**src/rtl/mole_scheduler.sv**
```systemverilog
// Whack-a-mole game sequencer: picks a hole from the LFSR value, times the up and gap windows from the game tick, and scores hits and misses.
// Optional build macro MOLE_SCHED_SPEEDUP_EN: the up window shrinks as the hit count grows.
module mole_scheduler #(
    parameter int NUM_HOLES = 4,
    parameter int UP_TICKS  = 8,
    parameter int GAP_TICKS = 4,
    parameter int ROUNDS    = 20
) (
    input  logic                 clk,
    input  logic                 reset,
    input  logic                 start_i,
    input  logic                 tick_i,
    input  logic [4:0]           rnd_i,
    input  logic [NUM_HOLES-1:0] whack_i,
    output logic [NUM_HOLES-1:0] mole_o,
    output logic [7:0]           hits_o,
    output logic [7:0]           misses_o,
    output logic                 busy_o,
    output logic                 game_over_o
);

    localparam int IW   = $clog2(NUM_HOLES);
    localparam int TMAX = (UP_TICKS > GAP_TICKS) ? UP_TICKS : GAP_TICKS;
    localparam int TW   = $clog2(TMAX + 1);

    typedef enum logic [2:0] {
        S_IDLE,
        S_GAP,
        S_PICK,
        S_UP,
        S_DONE
    } state_t;

    state_t               state_q, state_d;
    logic [NUM_HOLES-1:0] mole_q, mole_d;
    logic [7:0]           hits_q, hits_d;
    logic [7:0]           misses_q, misses_d;
    logic [7:0]           round_q, round_d;
    logic [TW-1:0]        tick_q, tick_d;
    logic [TW-1:0]        uplen_q, uplen_d;
    logic [IW-1:0]        prev_q, prev_d;
    logic [1:0]           retry_q, retry_d;

    logic [IW-1:0]        pick_idx;
    logic                 pick_ok;
    logic                 round_end;
    logic [TW-1:0]        up_len_new;
    logic                 unused_rnd;

    assign unused_rnd = ^rnd_i;

    function automatic logic [7:0] sat_inc(input logic [7:0] v);
        return (v == 8'hff) ? v : v + 8'd1;
    endfunction

`ifdef MOLE_SCHED_SPEEDUP_EN
    function automatic logic [TW-1:0] speedup_len(input logic [7:0] h);
        int len;
        len = UP_TICKS - int'(h[7:2]);
        if (len < 2) len = 2;
        return TW'(len);
    endfunction

    assign up_len_new = speedup_len(hits_q);
`else
    assign up_len_new = TW'(UP_TICKS);
`endif

    always_comb begin
        state_d   = state_q;
        mole_d    = mole_q;
        hits_d    = hits_q;
        misses_d  = misses_q;
        round_d   = round_q;
        tick_d    = tick_q;
        uplen_d   = uplen_q;
        prev_d    = prev_q;
        retry_d   = retry_q;
        pick_idx  = rnd_i[IW-1:0];
        pick_ok   = 1'b0;
        round_end = 1'b0;

        case (state_q)
            S_IDLE, S_DONE: begin
                if (start_i) begin
                    hits_d   = 8'd0;
                    misses_d = 8'd0;
                    round_d  = 8'd0;
                    tick_d   = '0;
                    state_d  = S_GAP;
                end
            end
            S_GAP: begin
                if (tick_i) begin
                    if (tick_q == TW'(GAP_TICKS - 1)) begin
                        tick_d  = '0;
                        retry_d = 2'd0;
                        state_d = S_PICK;
                    end else begin
                        tick_d = tick_q + TW'(1);
                    end
                end
            end
            S_PICK: begin
                // Avoid showing the same hole twice; after three equal resamples force the neighbour.
                if (pick_idx != prev_q) begin
                    pick_ok = 1'b1;
                end else if (retry_q == 2'd3) begin
                    pick_idx = prev_q + IW'(1);
                    pick_ok  = 1'b1;
                end else begin
                    retry_d = retry_q + 2'd1;
                end
                if (pick_ok) begin
                    mole_d  = {{(NUM_HOLES-1){1'b0}}, 1'b1} << pick_idx;
                    prev_d  = pick_idx;
                    tick_d  = '0;
                    uplen_d = up_len_new;
                    state_d = S_UP;
                end
            end
            S_UP: begin
                // A correct whack takes priority over a concurrent expiring tick.
                if (whack_i[prev_q]) begin
                    hits_d    = sat_inc(hits_q);
                    round_end = 1'b1;
                end else if (tick_i) begin
                    if (tick_q == uplen_q - TW'(1)) begin
                        misses_d  = sat_inc(misses_q);
                        round_end = 1'b1;
                    end else begin
                        tick_d = tick_q + TW'(1);
                    end
                end
                if (round_end) begin
                    mole_d  = '0;
                    round_d = round_q + 8'd1;
                    tick_d  = '0;
                    state_d = (round_q + 8'd1 == 8'(ROUNDS)) ? S_DONE : S_GAP;
                end
            end
            default: state_d = S_IDLE;
        endcase
    end

    always_ff @(posedge clk) begin
        if (reset) begin
            state_q  <= S_IDLE;
            mole_q   <= '0;
            hits_q   <= 8'd0;
            misses_q <= 8'd0;
            round_q  <= 8'd0;
            tick_q   <= '0;
            uplen_q  <= '0;
            prev_q   <= '0;
            retry_q  <= 2'd0;
        end else begin
            state_q  <= state_d;
            mole_q   <= mole_d;
            hits_q   <= hits_d;
            misses_q <= misses_d;
            round_q  <= round_d;
            tick_q   <= tick_d;
            uplen_q  <= uplen_d;
            prev_q   <= prev_d;
            retry_q  <= retry_d;
        end
    end

    assign mole_o      = mole_q;
    assign hits_o      = hits_q;
    assign misses_o    = misses_q;
    assign busy_o      = (state_q == S_GAP) || (state_q == S_PICK) || (state_q == S_UP);
    assign game_over_o = (state_q == S_DONE);

endmodule

```
**config.mk**
```make
export PLATFORM = sky130hd
export DESIGN_NAME = mole_scheduler
export DESIGN_NICKNAME = d
export VERILOG_FILES = /design/src/rtl/mole_scheduler.sv
export SDC_FILE = /design/constraint.sdc
export NUM_CORES = 1
export LEC_CHECK = 0
export CAP_MARGIN = 0
export CORE_UTILIZATION = 48
export DETAILED_ROUTE_END_ITERATION = 7
export GPL_ROUTABILITY_DRIVEN = 0
export GPL_TIMING_DRIVEN = 0
export PLACE_DENSITY = 0.77
export REMOVE_ABC_BUFFERS = 1
export SETUP_SLACK_MARGIN = 0.05
export SYNTH_ARGS = -nofsm -noshare
export SYNTH_HDL_FRONTEND = slang
export SYNTH_SLANG_ARGS = --single-unit
```
**constraint.sdc**
```tcl
create_clock -name clk -period 2.2 [get_ports clk]
set_clock_uncertainty 0.05 [all_clocks]
set_input_delay 0.44 -clock clk [delete_from_list [all_inputs] [get_ports clk]]
set_output_delay 0.44 -clock clk [all_outputs]
set_load 0.05 [all_outputs]
```
==> impl_metrics.env, run 1 <==
export IMPL_whs_ps=431
export IMPL_slowest_delay_ps=590
export IMPL_row_count=24
export IMPL_wl_per_cell_um=15.7
export IMPL_synth_edff_count=0
export IMPL_yosysWarnings=0
export IMPL_status="completed"
export IMPL_drc=0
export IMPL_drive_above_1_share_pct=16.7
export IMPL_hp_class="flip-flop to flip-flop"
export IMPL_worst_ep_arrival_time_ps=2260
export IMPL_worstSetupEndpointType="flip-flop"
export IMPL_path_clk_slew_ps=80
export IMPL_maxCapViolCount=0
export IMPL_grt_pass1_vias=1978
export IMPL_fp_dieW_um=69.6
export IMPL_grt_start_max_net_pins=28
export IMPL_netlist_area_um2=2190
export IMPL_synthFlopType="dfxtp_1"
export IMPL_syn2layout_area_growth_pct=30.9
export IMPL_grt_usage_pct=23.0
export IMPL_start_util_pct=50.0
export IMPL_synth_top_cell_by_area="dfxtp_1"
export IMPL_fin_cells=352
export IMPL_cts_root_buffer="clkbuf_8"
export IMPL_hold_viol_final=0
export IMPL_fin_util_pct=65.5
export IMPL_ioPinCount=35
export IMPL_dieArea_um2=4840
export IMPL_rsz0062_at_grt="true"
export IMPL_num_vias=2152
export IMPL_muxShareOfSynthArea_pct=2.40
export IMPL_setup_violations_final=0
export IMPL_grt_overflow=0
export IMPL_power_density_nw_per_um2=553
export IMPL_die_h_um=69.6
export IMPL_yosysMostFrequentCell="dfxtp_1"
export IMPL_synthSimpleGateAreaFrac_pct=27.7
export IMPL_crit_fanout=8
export IMPL_post_route_period_util_pct=95.0
export IMPL_clk_latency_ps=300
export IMPL_path_class="flip-flop to flip-flop"
export IMPL_cts_buffers_inserted=5
export IMPL_syn_mean_instance_area_um2=8.24
export IMPL_synth_compound_area_share_pct=21.7
export IMPL_wl_mm=5.51
export IMPL_slowest_stage="mux4_2"
export IMPL_ir_drop_mv=0.298
export IMPL_fmax_mhz=478
export IMPL_drt_iter0_drc=143
export IMPL_synth_cells=266
export IMPL_start_kind="flip-flop"
export IMPL_synth_fa_ha_area_share_pct=2.85
export IMPL_cts_tree="built"
export IMPL_core_area_um2=4380
export IMPL_slew_violations=0
export IMPL_cts_buffer_depth=2
export IMPL_ant_nets=0
export IMPL_ys_types=48
export IMPL_cts_sinks=40
export IMPL_antenna_found_initial=0
export IMPL_n_antenna_cell=0
export IMPL_leakage_nw=1.01
export IMPL_period_needed_ps=2090
export IMPL_maxSlewHeadroom_pct=60.3
export IMPL_synthArstFlopShare_pct=0
export IMPL_synth_area_leaders="dfxtp_1 37%, a21oi_1 5.9%, nand3_1 5.0%"
export IMPL_r2r_cells=6
export IMPL_placed_cells=335
export IMPL_yosysSeqAreaShare_pct=36.5
export IMPL_dr_pass1_iters=4
export IMPL_path_cells="mux4_2 -> buf_6 -> a41o_4 -> a21oi_4 -> nand4b_1 -> a21oi_1"
export IMPL_portBuffers=31
export IMPL_synth_top_family_by_area="simple AND/OR/NAND/NOR gates"
export IMPL_ys_ff_latch=40
export IMPL_tightest_slew_ps=594
export IMPL_fin_nets=317
export IMPL_htree_num_levels=2
export IMPL_via_per_inst=6.11
export IMPL_grt_pass1_wl_mm=8.97
export IMPL_dp_hpwl_mm=3.54
export IMPL_synthXorXnorAreaFrac_pct=5.19
export IMPL_crit_required_ps=2370
export IMPL_min_path_cells=2
export IMPL_yosysTopAreaCellShare_pct=36.5
export IMPL_synth_common_cells="40 x dfxtp_1, 27 x nor2_1, 26 x a21oi_1, 22 x nand3_1"
[kinds of logic after synthesis]
family / count (synthesis)
AND/OR/NAND/NOR: 110
flip-flops: 40
buffers and inverters: 20
XOR/XNOR: 13
adder cells (fa/ha/maj): 5
AO/OA/AOI/OAI: 74
multiplexers: 4
[what timing repair did]
action	in CTS	in global routing
gates resized for setup	26	23
setup buffers	4	3
hold buffers	0	0
gates cloned	1	1
setup endpoints to repair	29	28
pin swaps	7	5
[report_power, final]
group | switching (mW) | internal (mW)
clock | 0.263 | 0.400
combinational | 0.111 | 0.0640
sequential | 0.0190 | 0.728
[path summary, 6_finish.rpt]
check                           slack [ps]              startpoint                      to
worst min register to register         430  mole_o[1]$_SDFFE_PP0P_  mole_o[1]$_SDFFE_PP0P_
worst max-delay path                   110  prev_q[0]$_SDFFE_PP0P_  tick_q[2]$_SDFFE_PP0P_
worst max register to register         110  prev_q[0]$_SDFFE_PP0P_  tick_q[2]$_SDFFE_PP0P_
worst min-delay path                   430  mole_o[1]$_SDFFE_PP0P_  mole_o[1]$_SDFFE_PP0P_
[area by class of cell]
class                      instances  area, µm²
sequential                        40        812
inverter                           6       22.5
fill                             380       1510
clock buffer                       7       96.3
multi-input combinational        208       1490
clock inverter                     1       30.0
tap                               52       65.1
timing repair buffer              38        357
[cells in the final DEF, fill, tap and decap left out, types with 2 or more instances in the layout]
cell type,Yosys,routed
o21ai_0,16,15
nand3b_1,3,3
ha_1,5,4
dfxtp_1,40,35
xor2_1,7,5
nand4b_1,4,4
xnor2_1,6,6
nor3_1,6,6
buf_4,0,5
inv_1,6,6
clkbuf_2,0,2
clkbuf_8,0,7
and2_1,2,2
a21o_1,5,5
and4_1,4,4
or3_4,0,2
a211oi_1,5,4
nand3_1,22,21
buf_6,0,2
or3_1,7,5
nand4_1,4,4
a32o_1,2,2
o211ai_1,4,4
a21oi_1,26,25
nor4_2,0,2
nand2_1,16,16
dfxtp_4,0,2
mux2i_1,3,3
a311oi_1,2,2
nor2_1,27,27
dlygate4sd2_1,0,5
dfxtp_2,0,3
clkdlybuf4s50_1,0,23
[critical path, delay by kind of cell, from the launching register on]
kind / cells / cell delay [ps]
AOI/OAI and AO/OA: 3 / 700
buffers and inverters: 1 / 160
DFF: 1 / 360
muxes: 1 / 590
and+or+nand+nor: 1 / 140
[layer usage]
layer | vias up | routed length (µm) | global-route usage (%) | part of all wire, %
li1 | 1066 | - | - | -
met1 | 1027 | 2440 | 27.8 | 44
met2 | 50 | 2740 | 38.8 | 50
met3 | 9 | 245 | 4.51 | 4.4
met4 | 0 | 88 | 11.3 | 1.6
met5 | - | 0 | 0 | 0
[through the flow]
stage	total power [mW]	instance area (µm²)	worst slack, ps	setup TNS (ps)
finish	1.59	2870	109	0
global route	1.65	2870	17.3	0
CTS	1.58	2740	22.7	0
detailed placement	0.917	2510	-537	-12890
global placement	0.915	2510	-515	-12120
floorplan	0.857	2140	78.3	0
[state kept, by name, summed over array words and instances, names as in the netlist]
| register | flops |
|---|---|
| hits_o | 8 |
| misses_o | 8 |
| round_q | 8 |
| mole_o | 4 |
| tick_q | 4 |
| state_q | 3 |
| prev_q | 2 |
| retry_q | 2 |
| uplen_q | 1 |
No activity file was read; power rests on OpenSTA's default activity.
==> run 2, diff against run 1 <==
Settings changed: SETUP_SLACK_MARGIN 0.05 to 0.02.
==> run 2 against run 1 <==
Maximum frequency decreased by 0.85%. Die area unchanged. Sequential power about the same. Register-to-register slack about the same. Critical path depth unchanged. Sequential share of layout area increased by 0.41 points. Non-clock buffer count decreased by 3. Sequential cell count unchanged. Core utilization decreased by 1.2 points. Critical path type is now primary input to flip-flop. Critical endpoint is now tick_q[1]$_SDFFE_PP0P_.
==> impl_metrics.env, run 2 (same netlist as run 1, synthesis figures left out) <==
export IMPL_status="completed"
export IMPL_wl_per_cell_um=15.7
export IMPL_slew_violations=0
export IMPL_drt_iter0_drc=140
export IMPL_r2r_end="misses_o[3]$_SDFFE_PP0P_"
export IMPL_via_per_inst=6.24
export IMPL_hp_class="flip-flop to flip-flop"
export IMPL_grt_usage_pct=23.2
export IMPL_clk_latency_ps=300
export IMPL_min_to="mole_o[3]$_SDFFE_PP0P_"
export IMPL_cts_sinks=40
export IMPL_fmax_mhz=474
export IMPL_grt_pass1_wl_mm=9.03
export IMPL_maxSlewHeadroom_pct=59.7
export IMPL_tightest_slew_ps=599
export IMPL_dieArea_um2=4840
export IMPL_ant_nets=0
export IMPL_fp_dieW_um=69.6
export IMPL_placed_cells=335
export IMPL_row_count=24
export IMPL_cts_buffer_depth=2
export IMPL_syn2layout_area_growth_pct=28.5
export IMPL_final_common_cell="dfxtp_1"
export IMPL_crit_fanout=5
export IMPL_fin_nets=313
export IMPL_leakage_nw=0.980
export IMPL_r2r_start="prev_q[0]$_SDFFE_PP0P_"
export IMPL_antenna_found_initial=0
export IMPL_hp_start="mole_o[3]$_SDFFE_PP0P_"
export IMPL_htree_num_levels=2
export IMPL_num_vias=2173
export IMPL_fin_cells=348
export IMPL_cts_tree="built"
export IMPL_start_util_pct=50.0
export IMPL_cts_root_buffer="clkbuf_8"
export IMPL_hold_viol_final=0
export IMPL_ir_drop_mv=0.298
export IMPL_post_route_period_util_pct=95.9
export IMPL_r2r_cells=5
export IMPL_die_h_um=69.6
export IMPL_grt_start_max_net_pins=28
export IMPL_drc=0
export IMPL_worstSetupEndpointType="flip-flop"
export IMPL_core_area_um2=4380
export IMPL_setup_violations_final=0
export IMPL_final_cell_mix="36 x dfxtp_1, 27 x nor2_1, 25 x a21oi_1"
export IMPL_grt_pass1_vias=1951
export IMPL_cts_buffers_inserted=5
export IMPL_rsz0062_at_grt="true"
export IMPL_crit_required_ps=2360
export IMPL_wl_mm=5.47
export IMPL_portBuffers=31
export IMPL_n_fill_cell=385
export IMPL_min_path_cells=2
export IMPL_path_clk_slew_ps=80
export IMPL_dr_pass1_iters=4
export IMPL_maxCapViolCount=0
export IMPL_dp_hpwl_mm=3.54
export IMPL_n_antenna_cell=0
export IMPL_start_kind="primary input"
export IMPL_ioPinCount=35
export IMPL_whs_ps=431
export IMPL_drive_above_1_share_pct=14.5
export IMPL_grt_overflow=0
export IMPL_path_class="primary input to flip-flop"
export IMPL_power_density_nw_per_um2=562
export IMPL_period_needed_ps=2110
export IMPL_rrSetupSlack_ps=100
export IMPL_worst_ep_arrival_time_ps=2270
export IMPL_cts_hold_fix_buffers=0
[run 2: what timing repair did]
| item | 4_1_cts | 5_1_grt |
|---|---|---|
| buffers inserted | 2 | 2 |
| setup endpoints to repair | 27 | 31 |
| gates resized for setup | 22 | 23 |
| pin swaps | 5 | 0 |
| cloned | 1 | 0 |
[run 2: layout make-up]
cell class	instances	area, µm²	share of cell area (%)
Multi-Input combinational cell	207	1470	52.1
Tap cell	52	65.1	2.31
Timing Repair Buffer	35	327	11.6
Clock inverter	1	30.0	1.07
Inverter	6	22.5	0.800
Clock buffer	7	96.3	3.42
Sequential cell	40	808	28.7
[run 2: worst max path at each step]
| stage | from | endpoint | slack (ps) | cells past startpoint |
|---|---|---|---|---|
| global route | prev_q[0]$_SDFFE_PP0P_ | misses_o[3]$_SDFFE_PP0P_ | 5 | 5 |
| CTS | state_q[1]$_SDFFE_PP0P_ | tick_q[2]$_SDFFE_PP0P_ | 30 | 5 |
| global placement | reset | round_q[0]$_SDFFE_PP0P_ | -510 | 4 |
| detailed placement | reset | hits_o[7]$_SDFFE_PP0P_ | -540 | 4 |
| floorplan | prev_q[0]$_SDFFE_PP0P_ | misses_o[3]$_SDFFE_PP0P_ | 80 | 5 |
| finish | start_i | tick_q[1]$_SDFFE_PP0P_ | 90 | 6 |
[run 2: stage by stage]
stage	TNS (ps)	area, µm²	setup WS, ps	util, %	power, mW
floorplan	0	2140	78.3	-	0.857
global placement	-12120	2510	-515	57.3	0.915
detailed placement	-12890	2510	-537	57.3	0.917
CTS	0	2710	26.8	61.8	1.58
global route	0	2820	5.17	64.2	1.64
finish	0	2820	91.0	64.2	1.58
[run 2: where the power goes]
group	total [mW]	leakage [nW]	switching, mW	internal, mW
clock network	0.666	0.0645	0.266	0.400
logic	0.168	0.591	0.109	0.0597
registers	0.749	0.325	0.0195	0.730
[run 2: worst max-delay path, cell delays in order]
cell and delay [ps]:
clkdlybuf4s50_1 510, nor3b_2 320, a21oi_1 130, nor3_1 480, nand3_1 170, a21oi_1 220
[run 2: layer usage]
layer	part of all wire (%)	global-route usage, %	routed length (µm)	up-vias
li1	-	-	-	1056
met1	42	28.4	2320	1030
met2	50	39.5	2760	73
met3	5.0	4.07	274	14
met4	2.2	10.7	120	0
met5	0	0	0	-
